===== config.mk =====
export PLATFORM = sky130hd
export DESIGN_NAME = fg_morph_filter_flat
export DESIGN_NICKNAME = d
export VERILOG_FILES = /design/src/rtl/fg_morph_filter_if.sv /design/src/rtl/fg_morph_filter.sv /design/src/flat_wrapper.sv
export SDC_FILE = /design/constraint.sdc
export NUM_CORES = 1
export LEC_CHECK = 0
export BUFFER_PORTS_ARGS = -buffer_cell sky130_fd_sc_hd__clkbuf_2
export CAP_MARGIN = 25
export CORE_MARGIN = 2
export CORE_UTILIZATION = 43
export DETAILED_ROUTE_END_ITERATION = 7
export PLACE_DENSITY = 0.66
export SYNTH_ARGS = -nofsm -noshare
export SYNTH_HDL_FRONTEND = slang
export SYNTH_SLANG_ARGS = --single-unit
export TNS_END_PERCENT = 20

===== constraint.sdc =====
create_clock -name app_clk -period 12.7 [get_ports app_clk]
set_input_delay 1.905 -clock app_clk [delete_from_list [all_inputs] [get_ports app_clk]]
set_output_delay 1.905 -clock app_clk [all_outputs]
set_load 0.1 [all_outputs]

===== src/rtl/fg_morph_filter_if.sv =====
// Pixel stream into the morphological filter and the filtered, window-centred stream out of it.
interface fg_morph_filter_if;
  logic        vid_active_pix;
  logic [10:0] vid_hpos;
  logic [10:0] vid_vpos;
  logic        fg_raw;
  logic        foregnd_px;
  logic        out_valid;
  logic [10:0] out_hpos;
  logic [10:0] out_vpos;

  modport master (
    output vid_active_pix, vid_hpos, vid_vpos, fg_raw,
    input  foregnd_px, out_valid, out_hpos, out_vpos
  );

  modport slave (
    input  vid_active_pix, vid_hpos, vid_vpos, fg_raw,
    output foregnd_px, out_valid, out_hpos, out_vpos
  );
endinterface


===== src/rtl/fg_morph_filter.sv =====
// 3x3 population-threshold filter on a 1-bit foreground mask, one-cycle latency.
// Optional macro FG_FILTER_STATS_EN adds a per-frame foreground pixel count on fg_count.
module fg_morph_filter #(
  parameter int H_RES  = 640,
  parameter int V_RES  = 480,
  parameter int THRESH = 5
) (
  input  logic              app_clk,
  input  logic              app_rst_n,
  fg_morph_filter_if.slave  vid,
  output logic [18:0]       fg_count
);

  localparam int         AW  = (H_RES > 1) ? $clog2(H_RES) : 1;
  localparam logic [3:0] THR = 4'(THRESH);

  logic [H_RES-1:0] buf1;
  logic [H_RES-1:0] buf2;
  logic [1:0]       win0_p0, win1_p0, win2_p0;
  logic [AW-1:0]    addr;
  logic             tap1, tap2;
  logic             active, line_start, edge_col, edge_row;
  logic             vld_p0, fg_p0;
  logic [3:0]       sum0_p0, sum1_p0, sum2_p0, sum_p0;

  function automatic logic [3:0] pop3(input logic a, input logic b, input logic c);
    return {3'b000, a} + {3'b000, b} + {3'b000, c};
  endfunction

  function automatic logic at_thresh(input logic [3:0] sum);
    return sum >= THR;
  endfunction

  assign active     = vid.vid_active_pix && (vid.vid_hpos < 11'(H_RES)) && (vid.vid_vpos < 11'(V_RES));
  assign addr       = vid.vid_hpos[AW-1:0];
  assign tap1       = buf1[addr];
  assign tap2       = buf2[addr];
  assign line_start = (vid.vid_hpos == 11'd0);
  assign edge_col   = (vid.vid_hpos == 11'd1);
  assign edge_row   = (vid.vid_vpos == 11'd1);
  assign vld_p0     = active && (vid.vid_hpos != 11'd0) && (vid.vid_vpos != 11'd0);

  // Stage p0: window columns x, x-1, x-2; out-of-frame taps forced to zero
  assign sum0_p0 = pop3(vid.fg_raw, win0_p0[0], win0_p0[1] && !edge_col);
  assign sum1_p0 = pop3(tap1,       win1_p0[0], win1_p0[1] && !edge_col);
  assign sum2_p0 = edge_row ? 4'd0 : pop3(tap2, win2_p0[0], win2_p0[1] && !edge_col);
  assign sum_p0  = sum0_p0 + sum1_p0 + sum2_p0;
  assign fg_p0   = at_thresh(sum_p0);

  always_ff @(posedge app_clk) begin
    if (active) begin
      buf1[addr] <= vid.fg_raw;
      buf2[addr] <= tap1;
    end
  end

  // At column 0 the older stage is dropped so nothing leaks from the previous line
  always_ff @(posedge app_clk or negedge app_rst_n) begin
    if (!app_rst_n) begin
      win0_p0 <= '0;
      win1_p0 <= '0;
      win2_p0 <= '0;
    end else if (active) begin
      win0_p0 <= {win0_p0[0] && !line_start, vid.fg_raw};
      win1_p0 <= {win1_p0[0] && !line_start, tap1};
      win2_p0 <= {win2_p0[0] && !line_start, tap2};
    end
  end

  // Stage p1: registered outputs; positions hold while no window is emitted
  always_ff @(posedge app_clk or negedge app_rst_n) begin
    if (!app_rst_n) begin
      vid.out_valid  <= 1'b0;
      vid.foregnd_px <= 1'b0;
      vid.out_hpos   <= '0;
      vid.out_vpos   <= '0;
    end else begin
      vid.out_valid  <= vld_p0;
      vid.foregnd_px <= vld_p0 && fg_p0;
      if (vld_p0) begin
        vid.out_hpos <= vid.vid_hpos - 11'd1;
        vid.out_vpos <= vid.vid_vpos - 11'd1;
      end
    end
  end

`ifdef FG_FILTER_STATS_EN
  localparam logic [10:0] X_LAST = 11'(H_RES - 1);
  localparam logic [10:0] Y_LAST = 11'(V_RES - 1);

  logic [18:0] cnt;
  logic [18:0] cnt_next;
  logic        frame_ok;

  // Counted at input time; same total as counting emitted foreground outputs
  assign cnt_next = cnt + 19'(vld_p0 && fg_p0);

  always_ff @(posedge app_clk or negedge app_rst_n) begin
    if (!app_rst_n) begin
      cnt      <= '0;
      frame_ok <= 1'b0;
      fg_count <= '0;
    end else if (active) begin
      if (line_start && vid.vid_vpos == 11'd0) begin
        cnt      <= '0;
        frame_ok <= 1'b1;
      end else begin
        cnt <= cnt_next;
        if (vid.vid_hpos == X_LAST && vid.vid_vpos == Y_LAST) begin
          if (frame_ok) fg_count <= cnt_next;
          frame_ok <= 1'b0;
        end
      end
    end
  end
`else
  assign fg_count = '0;
`endif

endmodule


===== src/flat_wrapper.sv =====
// flat-port wrapper written by rule: the top's interface ports become plain ports
module fg_morph_filter_flat 
#(
  parameter int H_RES  = 640,
  parameter int V_RES  = 480,
  parameter int THRESH = 5
)
  (app_clk, app_rst_n, fg_count, vid_vid_active_pix, vid_vid_hpos, vid_vid_vpos, vid_fg_raw, vid_foregnd_px, vid_out_valid, vid_out_hpos, vid_out_vpos);
  fg_morph_filter_if vid_i ();
  input  logic app_clk;
  input  logic app_rst_n;
  output logic [18:0] fg_count;
  input wire logic [$bits(vid_i.vid_active_pix)-1:0] vid_vid_active_pix;
  input wire logic [$bits(vid_i.vid_hpos)-1:0] vid_vid_hpos;
  input wire logic [$bits(vid_i.vid_vpos)-1:0] vid_vid_vpos;
  input wire logic [$bits(vid_i.fg_raw)-1:0] vid_fg_raw;
  output wire logic [$bits(vid_i.foregnd_px)-1:0] vid_foregnd_px;
  output wire logic [$bits(vid_i.out_valid)-1:0] vid_out_valid;
  output wire logic [$bits(vid_i.out_hpos)-1:0] vid_out_hpos;
  output wire logic [$bits(vid_i.out_vpos)-1:0] vid_out_vpos;
  assign vid_i.vid_active_pix = vid_vid_active_pix;
  assign vid_i.vid_hpos = vid_vid_hpos;
  assign vid_i.vid_vpos = vid_vid_vpos;
  assign vid_i.fg_raw = vid_fg_raw;
  assign vid_foregnd_px = vid_i.foregnd_px;
  assign vid_out_valid = vid_i.out_valid;
  assign vid_out_hpos = vid_i.out_hpos;
  assign vid_out_vpos = vid_i.out_vpos;
  fg_morph_filter #(.H_RES(H_RES), .V_RES(V_RES), .THRESH(THRESH)) u_core (.app_clk(app_clk), .app_rst_n(app_rst_n), .vid(vid_i), .fg_count(fg_count));
endmodule

==> metrics.md, run 1 <==
| Metric | Value |
|---|---|
| Hold Path Cell Cnt | 2 |
| Share of layout cells above drive strength 1 | 13.4% |
| First-pass GRT wire length | 218 mm |
| Crit Path Category | input port to flip-flop |
| Final hold violations | 0 |
| Slew @ Worst Pin | 1.26 ns |
| Starting density of the core | 43.2% |
| First-pass detailed-route iteration total | 6 |
| Worst reg-to-reg setup slack | 7.29 ns |
| Final #Nets | 3,534 |
| Synth warn | 0 |
| Initial antenna violation count | 4 |
| WL per Instance | 29.2 um |
| Layout Utilization | 48.2% |
| Critical path data arrival time | 8.59 ns |
| Worst setup EP type | flip-flop |
| GP Congestion | 0.865 |
| Remaining global-route overflow | 0 |
| DRT iter0 DRCs | 5,140 |
| Area of the multi-input gates | 13,600 um2 |
| Critical path origin | vid_vid_hpos[0] |
| H-tree depth | 4 |
| Io pins | 69 |
| Number of global-route vias before repair | 30,900 |
| Crit path launch type | input port |
| Reg2reg start | u_core.buf1[597] |
| Maximum fanout along the worst path | 57 |
| Clk_skew | 0.0374 ns |
| Relative slew slack | 15.7% |
| Number of vias per cell | 6.03 |
| Total GRT Usage | 23.7% |
| Final cycle utilization of the critical path | 62.4% |
| Leakage | 20.0 nW |
| Fin Setup TNS | 0 ns |
| Root Driver | clkbuf_16 |
| Status | finished, final reports clean |
| Period minus WS final | 7.93 ns |
| Post-synth EDFFs | 1,280 |
| Worst skew pair latency | 0.75 ns |
| MaxCap Viol Count | 0 |
| Mean Syn Cell Area | 15.6 um2 |
| Die area | 129,000 um2 |
| RSZ-0062 raised after global routing | false |
| Most common cell after layout, fill and taps aside | edfxtp_1 |
| Syn-to-layout area delta | 11.7% |
| Die Span Y | 359 um |
| Reg area | 39,200 um2 |
| Hold Buf Count CTS | 0 |
| Sink Count | 1,310 |
| Worst hold path class | flip-flop to flip-flop |
| Die Span X | 359 um |
| Post-synth ARST share | 2.29% |
| Filler cells | 10,500 |
| WHS Endpoint | u_core.vid.out_vpos[6] |
| Max Slew Vio Count | 0 |
| DRT antenna net count | 0 |
| Post-DP HPWL | 90.3 mm |
| Post-Syn Instances | 3,472 |
| Largest net degree at the start of global routing | 235 |
| Cell Area, Synth | 54,100 um2 |
| DRC viols | 0 |
| Final setup vio count | 0 |
| Power per cell area | 154 nW/um2 |
| Register bit count reported by yosys | 1,310 |
| Core area | 125,000 um2 |
| Post-route cell area | 60,400 um2 |
| Cells on worst reg2reg path | 16 |
| Total number of vias | 31,600 |
| Maximum clock frequency | 0.126 GHz |
| Worst EP required | 13.36 ns |
| Post-CTS Setup Bufs | 0 |
| Placement Rows | 130 |
| Most frequent cells in the layout | 1,280 x edfxtp_1, 700 x nor2_1, 395 x mux2i_1 |
| Top_reg_cell synth | edfxtp_1 |
| HP Start | u_core.vid.out_vpos[6] |
| Routed WL | 153 mm |
| Clock transition at the registers of the reported paths | 0.07 ns |
| Ant diodes | 0 |
| CTS tree | done |
| Synth unique cells | 74 |
| Maximum clock insertion buffer count | 3 |
| Sequential area share after synthesis | 72.5% |
| Num CTS Buffers | 132 |
| Area post-placement | 56,200 um2 |
| Peak VDD IR | 0.000143 V |
| R2R Path End | u_core.vid.foregnd_px |
| Cts repair resizes | 0 |
| Number of port buffers | 49 |
-- synthesized netlist by cell type, drive strengths merged, types with 4 or more instances --
cell type,number,area [um2]
or4,5,37.5
nor2b,7,43.8
dfrtp,30,751
o22ai,146,913
mux2i,395,3950
edfxtp,1280,38400
nand4bb,4,45.0
and2,12,75.1
a2111oi,4,42.5
ha,14,175
nor4,33,206
mux4,128,2910
inv,15,56.3
o211ai,8,60.1
nand2,118,443
mux2,9,105
nor2,701,2630
a221oi,7,67.6
o21ai,63,315
o2111ai,5,43.8
a22o,9,78.8
nand4b,5,50.0
a21oi,18,90.1
a211oi,12,90.1
a22oi,18,135
or4b,4,40.0
nand4,13,81.3
clkbuf,178,668
xnor2,13,114
a31oi,10,62.6
nor3,21,105
buf,114,678
fa,5,100
nand3,25,125
-- power breakdown --
part	internal, mW	total (mW)	leakage, nW	switching, mW
clock	2.17	3.80	2.02	1.62
combinational	0.166	0.681	5.50	0.515
sequential	4.83	4.85	12.5	0.0130
-- worst max-delay path: stages --
cell	delay (ns)
buf_8	0.44
buf_4	0.55
or4_2	0.54
buf_4	0.46
o22ai_1	0.12
a2111oi_0	0.91
a311oi_1	0.21
o21ai_0	0.11
o21ai_0	0.22
or3_4	0.65
ha_1	0.40
inv_1	0.06
fa_1	0.50
fa_1	0.47
fa_1	0.39
xnor2_1	0.19
a21oi_1	0.09
a21oi_1	0.16
-- sequential cells by signal (all words and copies together) (netlist names) --
name,flops
u_core.buf1,640
u_core.buf2,640
u_core.vid.foregnd_px,1
u_core.vid.out_hpos,11
u_core.vid.out_valid,1
u_core.vid.out_vpos,11
u_core.win0_p0,2
u_core.win1_p0,2
u_core.win2_p0,2
-- metrics by stage --
stage | power (mW) | hold WS [ns] | instances | worst slack (ns)
finish | 9.32 | 0.481 | 5242 | 4.77
global route | 9.56 | 0.508 | 5242 | 4.62
CTS | 9.35 | 0.483 | 5241 | 4.97
detailed placement | 5.61 | 0.470 | 5004 | 4.25
global placement | 5.60 | 0.464 | 4992 | 3.73
floorplan | 5.40 | 0.464 | 3490 | 4.07
-- worst max path at each step --
| stage | endpoint | slack (ns) | cells past startpoint |
|---|---|---|---|
| 2_1_floorplan | u_core.vid.foregnd_px | 4.07 | 19 |
| 3_3_place_gp | u_core.vid.foregnd_px | 3.73 | 17 |
| 3_5_place_dp | u_core.vid.foregnd_px | 4.25 | 18 |
| 4_1_cts | u_core.vid.foregnd_px | 4.97 | 18 |
| 5_1_grt | u_core.vid.foregnd_px | 4.62 | 18 |
| 6_report | u_core.vid.foregnd_px | 4.77 | 18 |
-- kinds of logic after synthesis --
logic type / count (synthesis) / synth area share (%)
AO/OA/AOI/OAI: 318 / 3.80
AND/OR/NAND/NOR: 968 / 7.47
multiplexers: 532 / 12.9
flip-flops: 1310 / 72.5
adder cells (fa/ha/maj): 19 / 0.509
XOR/XNOR: 16 / 0.259
other: 1 / 0.00694
buffers and inverters: 308 / 2.60
-- layout make-up --
| class | count | area share, % |
|---|---|---|
| inverter | 16 | 0.0994 |
| clock inverter | 61 | 0.969 |
| multi-input combinational | 1872 | 22.5 |
| tap | 1650 | 3.42 |
| timing repair buffer | 157 | 2.26 |
| sequential | 1310 | 64.9 |
| clock buffer | 176 | 5.93 |
-- per-layer routing --
layer / track usage [%] / wire length, um / share of wire [%]
met1: 31.8 / 58400 / 38
met3: 4.19 / 15800 / 10
met4: 9.76 / 6660 / 4.3
met5: 0 / 16 / 0.010
met2: 38.2 / 72400 / 47
Note: power is estimated with default switching activity, not from simulation.
==> run 2: changes to the inputs <==
==> constraint.sdc (replaced) <==
create_clock -name app_clk -period 7.4 [get_ports app_clk]
set_input_delay 1.11 -clock app_clk [delete_from_list [all_inputs] [get_ports app_clk]]
set_output_delay 1.11 -clock app_clk [all_outputs]
set_load 0.1 [all_outputs]
==> run 2 against run 1 <==
  * The flow now finishes with violations (max-slew violations)
  * Sequential share of layout area is 0.45 points lower
  * Final cell count increased by 0.78%
  * Global-route usage increased by 0.39 points
  * Non-clock buffer count is 47 higher
  * Clock power grew 70%
  * Die area stayed put
  * Critical endpoint is now u_core.buf2[466]
  * Sequential power rose by 72%
  * Clock-buffer cell count fell by 10
  * Utilization grew 0.34 points
  * Largest power group unchanged
  * Design area increased by 0.70%
  * First-iteration DRC count decreased by 7.6%
  * Worst hold slack got worse by 0.018 ns
==> metrics.md, run 2 (synthesis gave the netlist of run 1 again) <==
| Metric | Value |
|---|---|
| CTS tree | done |
| WL per Instance | 29.4 um (+0.58%) |
| RSZ-0062 raised after global routing | false |
| Most used cell, CP | buf_4 |
| Leakage | 20.3 nW (+1.3%) |
| Final WS setup | 1.28 ns (-3.50 ns) |
| Switching Share | 23.0% (-0.027 points) |
| Number of vias per cell | 6.07 (+0.61%) |
| Placed Instances | 5,051 (+0.94%) |
| Combinational Power Share | 7.5% (+0.2 points) |
| Power per cell area | 263 nW/um2 (+70%) |
| DRT iter0 DRCs | 4,750 (-7.6%) |
| Max Slew Vio Count | 51 (+51) |
| Final setup vio count | 0 (unchanged) |
| Total number of vias | 32,100 (+1.4%) |
| Layout Utilization | 48.6% (+0.34 points) |
| First-pass GRT wire length | 221 mm (+1.3%) |
| Status | finished with violations |
| Hold Buf Count CTS | 0 (unchanged) |
| Bufs and invs on worst path | 5 (+1) |
| Relative slew slack | -2.55% (-18 points) |
| Sink Count | 1,310 (unchanged) |
| DRC viols | 0 (unchanged) |
| Share of layout cells above drive strength 1 | 14.6% (+1.2 points) |
| Layout Cells excl Fill | 5,283 (+0.78%) |
| First-pass detailed-route iteration total | 6 (unchanged) |
| Number of global-route vias before repair | 31,100 (+0.65%) |
| Sequence of cells on the critical path | buf_4 -> buf_4 -> or4bb_2 -> buf_4 -> nor2_1 -> a211oi_1 -> o211ai_1 -> a21oi_1 -> nor4_1 -> or3_4 -> buf_4 -> buf_12 |
| Clock transition at the registers of the reported paths | 0.06 ns (about the same) |
| Worst setup EP type | flip-flop |
| DRT antenna net count | 0 (unchanged) |
| Clock power frac | 40.5% (-0.2 points) |
| Cts repair resizes | 0 (unchanged) |
| Maximum clock insertion buffer count | 3 (unchanged) |
| Slew @ Worst Pin | 1.54 ns (+0.274 ns) |
| Crit path launch type | input port |
| Internal power | 12.3 mW (+72%) |
| Routed WL | 155 mm (+1.4%) |
| Crit Path Category | input port to flip-flop |
| Starting density of the core | 43.2% (unchanged) |
| Post-Place Worst Slack | 0.707 ns (-3.54 ns) |
| CP delay by family, top | buffers and inverters |
| Worst skew pair latency | 0.76 ns (about the same) |
| Remaining global-route overflow | 0 (unchanged) |
| Die Span X | 359 um (unchanged) |
| Area of the multi-input gates | 13,600 um2 (about the same) |
| Die Span Y | 359 um (unchanged) |
| Root Driver | clkbuf_16 |
| CP max stage cell | or4bb_2 |
| Most common cell after layout, fill and taps aside | edfxtp_1 |
| Die area | 129,000 um2 (unchanged) |
| Peak VDD IR | 0.000252 V (+76%) |
| Worst EP required | 7.72 ns (-5.64 ns) |
| Final #Nets | 3,580 (+1.3%) |
| Critical path data arrival time | 6.44 ns (-2.15 ns) |
| Final hold violations | 0 (unchanged) |
| Clk_skew | 0.0291 ns (-0.00823 ns) |
| Syn-to-layout area delta | 12.5% |
| Period minus WS final | 6.12 ns |
| MaxCap Viol Count | 0 (unchanged) |
| Initial antenna violation count | 2 (-2) |
| Reg area | 39,200 um2 (unchanged) |
| Psw | 3.68 mW (+71%) |
| Ant diodes | 0 (unchanged) |
| Filler cells | 10,400 (-0.88%) |
| Worst reg-to-reg setup slack | 2.40 ns (-4.89 ns) |
| Placement Rows | 130 (unchanged) |
| Number of port buffers | 49 (unchanged) |
| Final cycle utilization of the critical path | 82.7% |
| Reg power frac | 52.1% (about the same) |
| GP Congestion | 0.940 (+8.7%) |
| Maximum clock frequency | 0.163 GHz |
| Worst hold path class | input port to asynchronous set/reset pin |
| Post-CTS Setup Bufs | 0 (unchanged) |
| Worst hold slack | 0.464 ns (-0.0176 ns) |
| Most frequent cells in the layout | 1,280 x edfxtp_1, 701 x nor2_1, 395 x mux2i_1 |
| Top Registers | u_core.buf1 x640, u_core.buf2 x640 |
| Failing checks | max-slew violations |
| H-tree depth | 4 (unchanged) |
| Total GRT Usage | 24.1% (+0.39 points) |
| Io pins | 69 (unchanged) |
| Maximum fanout along the worst path | 260 (+360%) |
| Max incr delay on CP | 0.91 ns (about the same) |
| Num CTS Buffers | 131 (-0.76%) |
| Core area | 125,000 um2 (unchanged) |
| Post-DP HPWL | 96.9 mm (+7.3%) |
| Largest net degree at the start of global routing | 261 (+11%) |
run 2: area by class of cell:
class	count	area share, %
inverter	16	0.0987
multi-input combinational	1872	22.3
clock inverter	65	0.940
clock buffer	166	5.88
timing repair buffer	204	2.98
sequential	1310	64.4
tap	1650	3.39
run 2: through the flow:
stage	instance area (um2)	total power [mW]	TNS, ns
CTS	60800	16.0	0
detailed placement	56700	9.66	0
global route	60800	16.4	0
global placement	56400	9.64	0
finish	60800	16.0	0
floorplan	54200	9.27	-0.117
run 2: power groups by stage:
stage / Sequential [mW] / Clock [mW] / Combinational, mW
after floorplan: 8.69 / 0 / 0.579
after global placement: 8.48 / 0 / 1.17
after detailed placement: 8.48 / 0 / 1.18
after CTS: 8.32 / 6.54 / 1.18
after global routing: 8.32 / 6.82 / 1.26
final: 8.32 / 6.47 / 1.20
run 2: routing by layer:
layer / GRT usage (%) / vias up / wire (um)
li1: - / 13300 / -
met1: 32.0 / 16300 / 59100
met2: 37.6 / 1950 / 71800
met3: 5.97 / 439 / 16800
met4: 10.9 / 0 / 7720
met5: 0 / - / 0
run 2: path summary, 6_finish.rpt:
path / from / endpoint / cells past startpoint
setup / recovery: vid_vid_hpos[4] / u_core.buf2[466] / 12
hold / removal: app_rst_n / u_core.vid.out_vpos[6] / 1
setup reg to reg: u_core.buf1[492] / u_core.vid.foregnd_px / 15
hold reg to reg: u_core.vid.out_hpos[4] / u_core.vid.out_hpos[4] / 2
max in group asynchronous: app_rst_n / u_core.win0_p0[1] / 1
min in group app_clk: u_core.vid.out_hpos[4] / u_core.vid.out_hpos[4] / 2
